<file path="src/rtl/dma_cfg_pkg.sv">
// dma_cfg_pkg: register offsets and one-hot FSM state encodings for dma_cfg_seq
package dma_cfg_pkg;
  localparam logic [9:0] OFF_MM2S_CR  = 10'h000;
  localparam logic [9:0] OFF_MM2S_SA  = 10'h018;
  localparam logic [9:0] OFF_MM2S_LEN = 10'h028;
  localparam logic [9:0] OFF_S2MM_CR  = 10'h030;
  localparam logic [9:0] OFF_S2MM_DA  = 10'h048;
  localparam logic [9:0] OFF_S2MM_LEN = 10'h058;
  typedef enum logic [4:0] {
    S_IDLE     = 5'b00001,
    S_ISSUE    = 5'b00010,
    S_WAIT_END = 5'b00100,
    S_NEXT     = 5'b01000,
    S_FIN      = 5'b10000
  } state_t;
  function automatic logic [9:0] reg_off(input logic [2:0] idx);
    return idx == 3'd0 ? OFF_MM2S_CR  :
           idx == 3'd1 ? OFF_MM2S_SA  :
           idx == 3'd2 ? OFF_MM2S_LEN :
           idx == 3'd3 ? OFF_S2MM_CR  :
           idx == 3'd4 ? OFF_S2MM_DA  : OFF_S2MM_LEN;
  endfunction
endpackage

</file>
<file path="src/rtl/cfg_timeout_cnt.sv">
// cfg_timeout_cnt: saturating wait counter; expired once it reaches LIMIT-1
module cfg_timeout_cnt #(
  parameter int LIMIT = 1024
) (
  input  logic clk,
  input  logic rst,
  input  logic i_clr,
  input  logic i_en,
  output logic o_expired
);
  localparam int W = LIMIT > 1 ? $clog2(LIMIT) : 1;
  logic [W-1:0] r_cnt;
  assign o_expired = r_cnt == W'(LIMIT - 1);
  always_ff @(posedge clk)
    if (rst || i_clr) r_cnt <= '0;
    else if (i_en && !o_expired) r_cnt <= r_cnt + 1'b1;
endmodule

</file>
<file path="src/rtl/dma_cfg_seq.sv">
// dma_cfg_seq: programs DMA channel registers through a single-outstanding lite writer.
// Define DMA_CFG_SEQ_S2MM_EN to append the three S2MM channel writes.
module dma_cfg_seq
  import dma_cfg_pkg::*;
#(
  parameter logic [31:0] CR_VALUE       = 32'h0000_1001,
  parameter int          TIMEOUT_CYCLES = 1024
) (
  input  logic        clk,
  input  logic        rst,
  input  logic        start,
  input  logic [31:0] mm2s_addr,
  input  logic [31:0] mm2s_len,
  input  logic [31:0] s2mm_addr,
  input  logic [31:0] s2mm_len,
  output logic        busy,
  output logic        done,
  output logic        err,
  output logic [9:0]  lite_awaddr,
  output logic [31:0] lite_wdata,
  output logic        lite_valid,
  input  logic        lite_end
);
`ifdef DMA_CFG_SEQ_S2MM_EN
  localparam logic [2:0] LAST = 3'd5;
`else
  localparam logic [2:0] LAST = 3'd2;
`endif
  state_t      r_state, w_next;
  logic [2:0]  r_idx, w_idx_n;
  logic [31:0] r_ma, r_ml, w_data_n;
  logic [9:0]  r_awaddr;
  logic [31:0] r_wdata;
  logic        r_err, w_len0, w_expired;
`ifdef DMA_CFG_SEQ_S2MM_EN
  logic [31:0] r_sa, r_sl;
  assign w_len0 = mm2s_len == '0 || s2mm_len == '0;
`else
  logic w_unused;
  assign w_unused = ^{s2mm_addr, s2mm_len};
  assign w_len0 = mm2s_len == '0;
`endif
  // Entry from IDLE always loads write 0 (control register), so operands come from latched copies only.
  assign w_idx_n  = r_state == S_IDLE ? 3'd0 : r_idx + 3'd1;
  assign w_data_n = w_idx_n == 3'd1 ? r_ma :
                    w_idx_n == 3'd2 ? r_ml :
`ifdef DMA_CFG_SEQ_S2MM_EN
                    w_idx_n == 3'd4 ? r_sa :
                    w_idx_n == 3'd5 ? r_sl :
`endif
                    CR_VALUE;
  cfg_timeout_cnt #(.LIMIT(TIMEOUT_CYCLES)) u_tmo (
    .clk       (clk),
    .rst       (rst),
    .i_clr     (r_state == S_ISSUE),
    .i_en      (r_state == S_WAIT_END),
    .o_expired (w_expired)
  );
  always_comb begin
    w_next = r_state;
    unique case (r_state)
      S_IDLE:     w_next = !start ? S_IDLE : w_len0 ? S_FIN : S_ISSUE;
      S_ISSUE:    w_next = S_WAIT_END;
      S_WAIT_END: w_next = lite_end ? S_NEXT : w_expired ? S_FIN : S_WAIT_END;
      S_NEXT:     w_next = r_idx == LAST ? S_FIN : S_ISSUE;
      S_FIN:      w_next = S_IDLE;
      default:    w_next = S_IDLE;
    endcase
  end
  always_ff @(posedge clk)
    if (rst) begin
      r_state  <= S_IDLE;
      r_idx    <= '0;
      r_err    <= 1'b0;
      r_ma     <= '0;
      r_ml     <= '0;
`ifdef DMA_CFG_SEQ_S2MM_EN
      r_sa     <= '0;
      r_sl     <= '0;
`endif
      r_awaddr <= '0;
      r_wdata  <= '0;
    end else begin
      r_state <= w_next;
      if (r_state == S_IDLE) r_idx <= '0;
      if (r_state == S_NEXT) r_idx <= r_idx + 3'd1;
      if (r_state == S_IDLE && start) begin
        r_ma  <= mm2s_addr;
        r_ml  <= mm2s_len;
`ifdef DMA_CFG_SEQ_S2MM_EN
        r_sa  <= s2mm_addr;
        r_sl  <= s2mm_len;
`endif
        r_err <= w_len0;
      end
      if (r_state == S_WAIT_END && !lite_end && w_expired) r_err <= 1'b1;
      if (w_next == S_ISSUE) begin
        r_awaddr <= reg_off(w_idx_n);
        r_wdata  <= w_data_n;
      end
    end
  assign lite_valid  = r_state == S_ISSUE;
  assign done        = r_state == S_FIN;
  assign busy        = !(r_state == S_IDLE || r_state == S_FIN);
  assign err         = r_err;
  assign lite_awaddr = r_awaddr;
  assign lite_wdata  = r_wdata;
endmodule

</file>
<file path="config.mk">
export PLATFORM = sky130hd
export DESIGN_NAME = dma_cfg_seq
export DESIGN_NICKNAME = d
export VERILOG_FILES = /design/src/rtl/dma_cfg_pkg.sv /design/src/rtl/cfg_timeout_cnt.sv /design/src/rtl/dma_cfg_seq.sv
export SDC_FILE = /design/constraint.sdc
export NUM_CORES = 1
export LEC_CHECK = 0
export CAP_MARGIN = 20
export CORE_MARGIN = 8
export CORE_UTILIZATION = 40
export DETAILED_ROUTE_END_ITERATION = 12
export GPL_TIMING_DRIVEN = 0
export PLACE_DENSITY = 0.75
export SLEW_MARGIN = 30
export SYNTH_ARGS = -nofsm -noshare
export SYNTH_HDL_FRONTEND = slang
export SYNTH_SLANG_ARGS = --single-unit
</file>
<file path="constraint.sdc">
create_clock -name clk -period 2 [get_ports clk]
set_input_delay 0.4 -clock clk [delete_from_list [all_inputs] [get_ports clk]]
set_output_delay 0.4 -clock clk [all_outputs]
set_load 0.1 [all_outputs]
</file>
== Word-level counts from Yosys, hierarchy flattened ==
Cells that the tools add are included.
Operators by class
  multiplexer cells: 18
  add/sub/neg operators: 2
  eq/ne operators: 12
  reductions and logical operators: 13
Operator list (number)
  32-bit 2-to-1 mux: 2
  32-bit zero test: 1
  5-bit 2-to-1 mux: 6
  7-bit 2-to-1 mux: 4
  5-bit one-hot mux with 4 select lines: 1
  10-bit by 1-bit adder with 10-bit output (second input constant): 1
  10-bit equality test (second input constant): 1
  5-bit by 2-bit equality test with 1-bit output (second input constant): 2
  3-bit by 2-bit equality test with 1-bit output (second input constant): 3
  3-bit 2-to-1 mux: 3
  5-bit by 1-bit equality test with 1-bit output (second input constant): 1
  5-bit by 3-bit equality test with 1-bit output (second input constant): 1
  5-bit by 4-bit equality test with 1-bit output (second input constant): 1
  5-bit equality test (second input constant): 1
  1-bit logical AND: 4
  2-bit nonzero test: 2
  3-bit by 1-bit adder with 3-bit output (second input constant): 1
  3-bit by 1-bit equality test with 1-bit output (second input constant): 1
  3-bit equality test (second input constant): 1
  1-bit zero test: 3
  3-bit zero test: 1
  1-bit logical OR: 2
  1-bit 2-to-1 mux: 2
Word-level totals
  logic and storage cells: 53
  bits in registers: 125
  input bits: 132
  output and inout port bits: 46

== Longest topological paths before layout ==
Gate-level depths: netlist of the first run.
  word-level depth: 8
  depth in mapped cells: 8
  gate-level depth less buffers: 7

== Hierarchy ==
A second synthesis of the first run with hierarchy kept.
Second synthesis, totals
  cells, all modules: 593
  area, all modules: 5064.9 um^2
By module, submodules not included
  dma_cfg_seq: area each 4471.8 um^2, cells each 525, times used 1, seq. area each 2182.1 um^2
  cfg_timeout_cnt: area each 593.1 um^2, cells each 68, times used 1, seq. area each 200.2 um^2

== Worst setup path before layout of the first run ==
No wires, ideal clock.
  path kind: reg-to-output
  from: register r_state[2]
  to: output busy
  required time: 1600 ps
  cell stages (with the launch flop): 4
  arrival: 2614 ps
  buffers on the path: 0
  setup slack: -1014 ps
  cell sequence: dfxtp_1 -> nor3_4 -> and3b_1 -> a21oi_1
On the way
  cells in the longest elaborated chain, start to end: 3
  elaborated cells on any way between the ends: 4
  those cells by class: eq/ne: 2; reduce/logical: 2
RTL lines
  start: declaration: RTL line dma_cfg_seq.sv:29  | state_t r_state, w_next;
  start signal: assignment: RTL line dma_cfg_seq.sv:84  | r_state <= w_next;
  5-bit equality test
  net done: RTL line dma_cfg_seq.sv:17  | output logic done,
  1-bit logical OR: RTL line dma_cfg_seq.sv:104  | assign busy = !(r_state == S_IDLE || r_state == S_FIN);
  1-bit zero test: RTL line dma_cfg_seq.sv:104
  end: declaration: RTL line dma_cfg_seq.sv:16  | output logic busy,
The timed path passes the listed nets, and every way through them passes these cells.

== Worst setup path in the final report of the first run ==
  from: register r_idx[0]
  to: register r_wdata[31] (netlist: lite_wdata[31])
On the way
  cells in the longest elaborated chain, start to end: 5
  elaborated cells on any way between the ends: 10
  those cells by class: add/sub: 1; eq/ne: 4; mux: 5
RTL lines
  start: declaration: RTL line dma_cfg_seq.sv:30  | logic [2:0] r_idx, w_idx_n;
  start signal: assignment: RTL line dma_cfg_seq.sv:86  | if (r_state == S_NEXT) r_idx <= r_idx + 3'd1;
  3-bit by 1-bit adder with 3-bit output: RTL line dma_cfg_seq.sv:44  | assign w_idx_n = r_state == S_IDLE ? 3'd0 : r_idx + 3'd1;
  3-bit 2-to-1 mux: RTL line dma_cfg_seq.sv:44
  3-bit by 2-bit equality test with 1-bit output: RTL line dma_cfg_seq.sv:46  | w_idx_n == 3'd2 ? r_ml :
  32-bit 2-to-1 mux: RTL line dma_cfg_seq.sv:46
  32-bit 2-to-1 mux: RTL line dma_cfg_seq.sv:45  | assign w_data_n = w_idx_n == 3'd1 ? r_ma :
  end signal: assignment: RTL line dma_cfg_seq.sv:99  | r_wdata <= w_data_n;
  end: declaration: RTL line dma_cfg_seq.sv:33  | logic [31:0] r_wdata;
Several ways; a longest one is shown, not always the timed one.
A chain may end at the register's enable or synchronous reset.

==> reports/qor.csv, run 1 <==
metric,value,unit
status,"complete, but fails checks",
violations,setup timing,
p_leak,2.506,nW
use_met3,0.05570,
clock-root-buffer,clkbuf_16,
cap_violations,0,
final_antenna_net_count,0,
dp_slack,-0.8886,ns
period_share,1.004,
stdcell_area,0.006903,mm^2
synthFlopType,dfxtp_1,
dp_cells,836,
antenna_found_initial,0,
tightest_slew,0.9558,ns
synth_common_cells,"nand2_1, dfxtp_1, a21oi_1",
grt_pass1_wl,25010,um
ys.warnings.count,0,
yosysMostFrequentCell,nand2_1,
syn_avg_cell_area,8.338,um^2
fp.dieArea,0.01582,mm^2
drt-total-wl,15790,um
worstSkewPairLatency,0.41,ns
cts_sinks,119,
async_reset_ff_frac,0,
grt_overflow,0,
holdBufCountCts,0,
rows,40,
vias,4869,
drive_gt1_frac,0.1802,
setup_viol,1,
fin_nets,849,
ys_types,43,
clk_path_buf_depth,2,
peakVddDrop,0.4348,mV
drc,0,
power_density,947.8,mW/mm^2
worstPathArrival,2.30,ns
ys_seq_area_frac,0.4943,
coreArea,0.01191,mm^2
setup.worst_path.class,reg -> reg,
numCtsBuffers,17,
cts_tree,yes,
drv_slew,0,
rsz0062_at_grt,yes,
first_global_vias,4999,
relSlewSlack,0.3653,
io_buffers,106,
fmax,498.2,MHz
cp-start-kind,register,
ios,178,
crit_path_end_kind,register,
fin_cells,874,
cp_max_fo,10,
fin_crit,2.007,ns
dr.pass1.iters,5,
die_w,125.8,um
grt_max_degree,17,
drt_iter0_drc,447,
htreeDepth,4,
placed_area,0.006096,mm^2
setup_ws,-0.007301,ns
busiest_layer,met2,
syn_to_final_growth,43.22,%
grt_use_met1,0.2260,
hpwl,11110,um
hold_violations,0,
ys_seq_elements,119,
die_h,125.8,um
avgRoutedWirePerCell,18.07,um
grt_usage,0.1958,
netlist_area,0.004820,mm^2
antennaDiodeCount,0,
crit_required,2.29,ns
cts.reportedPaths.clkPinSlew,0.05,ns
hold_class,in -> reg,
fin_skew,0.005871,ns
synth_area_leaders,"dfxtp_1, nand2_1, a21oi_1",
place.gp.congestion,0.8236,
synth_largest_area_cell,dfxtp_1,
synth_top_cell_area_share,0.4943,
syn_inst,578,
use_met2,0.3363,
start_util,0.4046,
synth_edf_count,0,
vias_per_cell,5.571,
## path summary, 6_finish.rpt
kind | startpoint | end | slack, ns | depth (start not counted)
hold / removal | mm2s_len[17] | r_ml[17] | 0.32 | 3
setup reg to reg | r_idx[0] | lite_wdata[31] | -0.007 | 7
hold reg to reg | r_ml[17] | r_ml[17] | 0.45 | 2
setup / recovery | r_idx[0] | lite_wdata[31] | -0.007 | 7
## where the power goes
| group | total (mW) | switching, mW | leakage (nW) | internal, mW |
|---|---|---|---|---|
| sequential | 2.56 | 0.0728 | 0.970 | 2.49 |
| combinational | 0.982 | 0.638 | 1.26 | 0.344 |
| clock | 3.00 | 1.11 | 0.278 | 1.89 |
## layer usage
layer  part of all wire  vias to the layer above
met5                  0                        -
met4              0.024                        0
li1                   -                     2317
met1               0.41                     2293
met3              0.071                       41
met2               0.49                      218
## critical path, stage by stage (launching register included)
cell	delay, ns
dfxtp_4	0.39
inv_1	0.10
ha_4	0.29
nand2_1	0.15
a211oi_4	0.27
buf_4	0.24
a22oi_1	0.12
o31ai_1	0.33
## cell usage in the layout (no fill, tap or decap), drive strengths merged, types with 4 or more instances in the layout
cell           synthesis  routed
o31ai                 30      30
nor2                  22      22
inv                    5       5
a22oi                 31      31
nand4                 32      32
clkbuf                38      68
nand2                138     138
dfxtp                119     119
conb                   1       6
o21ai                  5       5
clkinv                 1       7
dlygate4sd2            0       5
nand3                  7       7
buf                   17      30
clkdlybuf4s50          0      60
nor3                   4       4
xnor2                 10      10
nor4                  12      12
a21oi                 73      73
clkinvlp               0       4
clkdlybuf4s15          0      23
## stage by stage
step,power (mW),setup TNS (ns),util,hold WS [ns]
floorplan,3.178,0,-,0.4360
global placement,3.503,-38.27,0.5118,0.4429
detailed placement,3.523,-40.00,0.5118,0.4470
CTS,6.509,-0.05270,0.5750,0.4274
global route,6.755,-0.09852,0.5795,0.3308
finish,6.543,-0.007301,0.5795,0.3187
## sequential cells by signal (all words and copies together), names as in the netlist
name         flops
err              1
lite_awaddr      4
lite_wdata      32
r_idx            3
r_ma            32
r_ml            32
r_state          5
u_tmo.r_cnt     10
## final cells by class
class / count / area (um^2)
Inverter: 6 / 22.52
Buffer: 53 / 315.3
Clock inverter: 12 / 127.6
Multi-Input combinational cell: 403 / 2318
Sequential cell: 119 / 2387
Timing Repair Buffer: 114 / 1091
Tap cell: 147 / 183.9
Clock buffer: 20 / 456.7
Fill cell: 1017 / 5009
## logic make-up after synthesis
family                   after synthesis  share of synthesized area
XOR/XNOR                              11                    0.01999
AO/OA/AOI/OAI                        151                     0.1970
other                                  1                  0.0007781
adder cells (fa/ha/maj)                3                   0.007789
buffers and inverters                 61                    0.05789
flip-flops                           119                     0.4943
AND/OR/NAND/NOR                      232                     0.2222
## what timing repair did
action	CTS	global route
pin swaps	7	5
setup buffers	4	4
resized for setup	156	46
hold endpoints to repair	0	0
setup endpoints to repair	80	104
Note: power is estimated with default switching activity, not from simulation.
==> run 2, diff against run 1 <==
ABC_AREA = 1   (was default)
CORE_UTILIZATION = 46   (was 40)
PLACE_DENSITY = 0.8   (was 0.75)
clock period = 2.2 ns   (was 2 ns; I/O delays follow)
==> reports/qor.csv, run 2 <==
metric,value,unit,change
worst_hold_startpoint,r_ml[20],,
hpwl,10560,um,-5.0%
synth_area_leaders,"dfxtp_1, nand2_1, nor2_1",,
layout_commonest_cell,nand2_1,,
power_density,953.8,mW/mm^2,+0.63%
fin_cells,1051,,+20%
holdWs,0.4536,ns,+0.1350 ns
hold_violations,0,,unchanged
yosysMostFrequentCell,nand2_1,,
worstSkewPairLatency,0.40,ns,about the same
htreeDepth,4,,unchanged
clock-root-buffer,clkbuf_16,,
cp_top_family,simple AND/OR/NAND/NOR gates,,
syn_inst,765,,+32%
mostFrequentLayoutCells,"nand2_1, dfxtp_1, nor2_1",,
fp.dieArea,0.01522,mm^2,-3.8%
drc,0,,unchanged
slowest_stage,dfxtp_2,,
netlist_area,0.005301,mm^2,+10%
p_leak,3.107,nW,+24%
grt_pass1_wl,24160,um,-3.4%
ys_seq_elements,119,,unchanged
cts.reportedPaths.clkPinSlew,0.06,ns,about the same
status,"finished, final reports clean",,
hold_class,reg -> reg,,
dp_cells,1019,,+22%
grt_overflow,0,,unchanged
syn_to_final_growth,34.93,%,
setup.worst_path.class,reg -> out,,
fin_nets,1030,,+21%
io_buffers,106,,unchanged
place.gp.congestion,0.8304,,+0.83%
grt_max_degree,17,,unchanged
grt_usage,0.2005,,+0.004639
die_h,123.4,um,-1.9%
period_share,0.9479,,
ys.warnings.count,0,,unchanged
register_area,0.002384,mm^2,-0.16%
tightest_slew,1.038,ns,+0.08263 ns
start_util,0.4683,,+0.06366
synth_top_cell_area_share,0.4494,,-0.04491
final_antenna_net_count,0,,unchanged
timing.critical_path.cells,nor2_4 -> inv_2 -> nor4_4 -> buf_4,,
rsz0062_at_grt,yes,,
vias_per_cell,4.956,,-11%
synth_edf_count,0,,unchanged
setup_viol,0,,-1
relSlewSlack,0.3105,,-0.05482
synth_largest_area_cell,dfxtp_1,,
cp_slowest_stage_delay,0.35,ns,-0.04 ns
drt-total-wl,14980,um,-5.1%
fin_skew,0.01018,ns,+0.004307 ns
cp_max_fo,3,,-7
cts_sinks,119,,unchanged
crit_path_end_kind,output port,,
cp-start-kind,register,,
coreArea,0.01132,mm^2,-5.0%
holdBufCountCts,0,,unchanged
crit_required,1.76,ns,-0.53 ns
avgRoutedWirePerCell,14.25,um,-21%
fillers,1023,,+0.59%
cts_tree,yes,,
numCtsBuffers,17,,unchanged
multiInputGateArea,0.002376,mm^2,+2.5%
cap_violations,0,,unchanged
synth_common_cells,"nand2_1, dfxtp_1, nor2_1",,
cp-startpoint,r_state[1],,
peakVddDrop,0.4832,mV,+11%
syn_avg_cell_area,6.930,um^2,-17%
antennaDiodeCount,0,,unchanged
async_reset_ff_frac,0,,unchanged
clk_path_buf_depth,2,,unchanged
timing.rr.start,r_idx[0],,
die_w,123.4,um,-1.9%
vias,5209,,+7.0%
worstPathArrival,1.65,ns,-0.65 ns
ios,178,,unchanged
rows,39,,-2.5%
drv_slew,0,,unchanged
drive_gt1_frac,0.09692,,-0.08328
fin_crit,2.085,ns,
synthFlopType,dfxtp_1,,
dr.pass1.iters,6,,+1
ys_types,32,,-26%
ys_seq_area_frac,0.4494,,-0.04491
fmax,479.5,MHz,
antenna_found_initial,0,,unchanged
crit_buf_inv,2,,unchanged
drt_iter0_drc,545,,+22%
first_global_vias,5058,,+1.2%
-- run 2: cell count changes in the layout (fill, tap and decap cells not counted), sizes merged, moves of 31 or more --
cell and change:
a22oi -31, clkbuf -32, dlygate4sd2 +31, inv +84, nand2 +52, nand3 +34, nor2 +88, o21ai +61
-- run 2: kinds of logic (layout without fill, tap and decap cells) --
group | after synthesis | after routing | share of synthesized area
xor+xnor | 7 | 7 | 0.01157
buf+inv | 133 | 271 | 0.1121
compound gates | 148 | 148 | 0.1440
flops | 119 | 119 | 0.4494
simple gates | 354 | 354 | 0.2752
other cells | 1 | 6 | 0.0007074
fa+ha+maj | 3 | 3 | 0.007081
-- run 2: final cells by class --
type / count / share of cell area
buffer: 47 / 0.03778
tap: 143 / 0.02501
multi-input combinational: 518 / 0.3322
sequential: 119 / 0.3332
clock inverter: 14 / 0.02414
inverter: 86 / 0.04583
timing repair buffer: 106 / 0.1405
clock buffer: 18 / 0.06140
-- run 2: tightest hold or removal path: cells and delay by family, from the launching register on --
kind	cells	cell delay (ns)
flops	1	0.30
compound gates	1	0.05
buf+inv	1	0.06
-- run 2: metrics by stage --
stage	utilization	setup slack (ns)	total power, mW	setup TNS (ns)	area (um^2)
floorplan	-	-0.2819	3.616	-1.848	5354
global placement	0.5824	-0.3103	4.039	-4.313	6594
detailed placement	0.5824	-0.3240	4.062	-3.582	6594
CTS	0.6315	0.08471	6.839	0	7149
global route	0.6319	0.0001763	7.084	0	7153
finish	0.6319	0.1146	6.823	0	7153
-- run 2: repair_timing --
action                                 4_1_cts  5_1_grt
buffers inserted                             0        0
pin swaps                                    0        0
resized for setup                           54        8
endpoints found under the hold margin        0        0
setup endpoints to repair                   40       27
-- run 2: path summary, 6_finish.rpt --
check                         to  slack, ns  depth (start not counted)
setup / recovery            done       0.11                          4
hold / removal          r_ml[20]       0.45                          2
hold reg to reg         r_ml[20]       0.45                          2
setup reg to reg  lite_wdata[14]       0.15                          8
-- run 2: power breakdown --
group          switching (mW)  internal (mW)
Sequential             0.0804           2.34
Combinational            1.13          0.428
Clock                    1.02           1.82
-- run 2: metal layers --
metal  global-route usage  share of wire  vias to the layer above
li1                     -              -                     2660
met3              0.05160          0.069                       20
met4              0.07825          0.017                        0
met5                    0              0                        -
met2               0.3434           0.50                      162
met1               0.2353           0.42                     2367
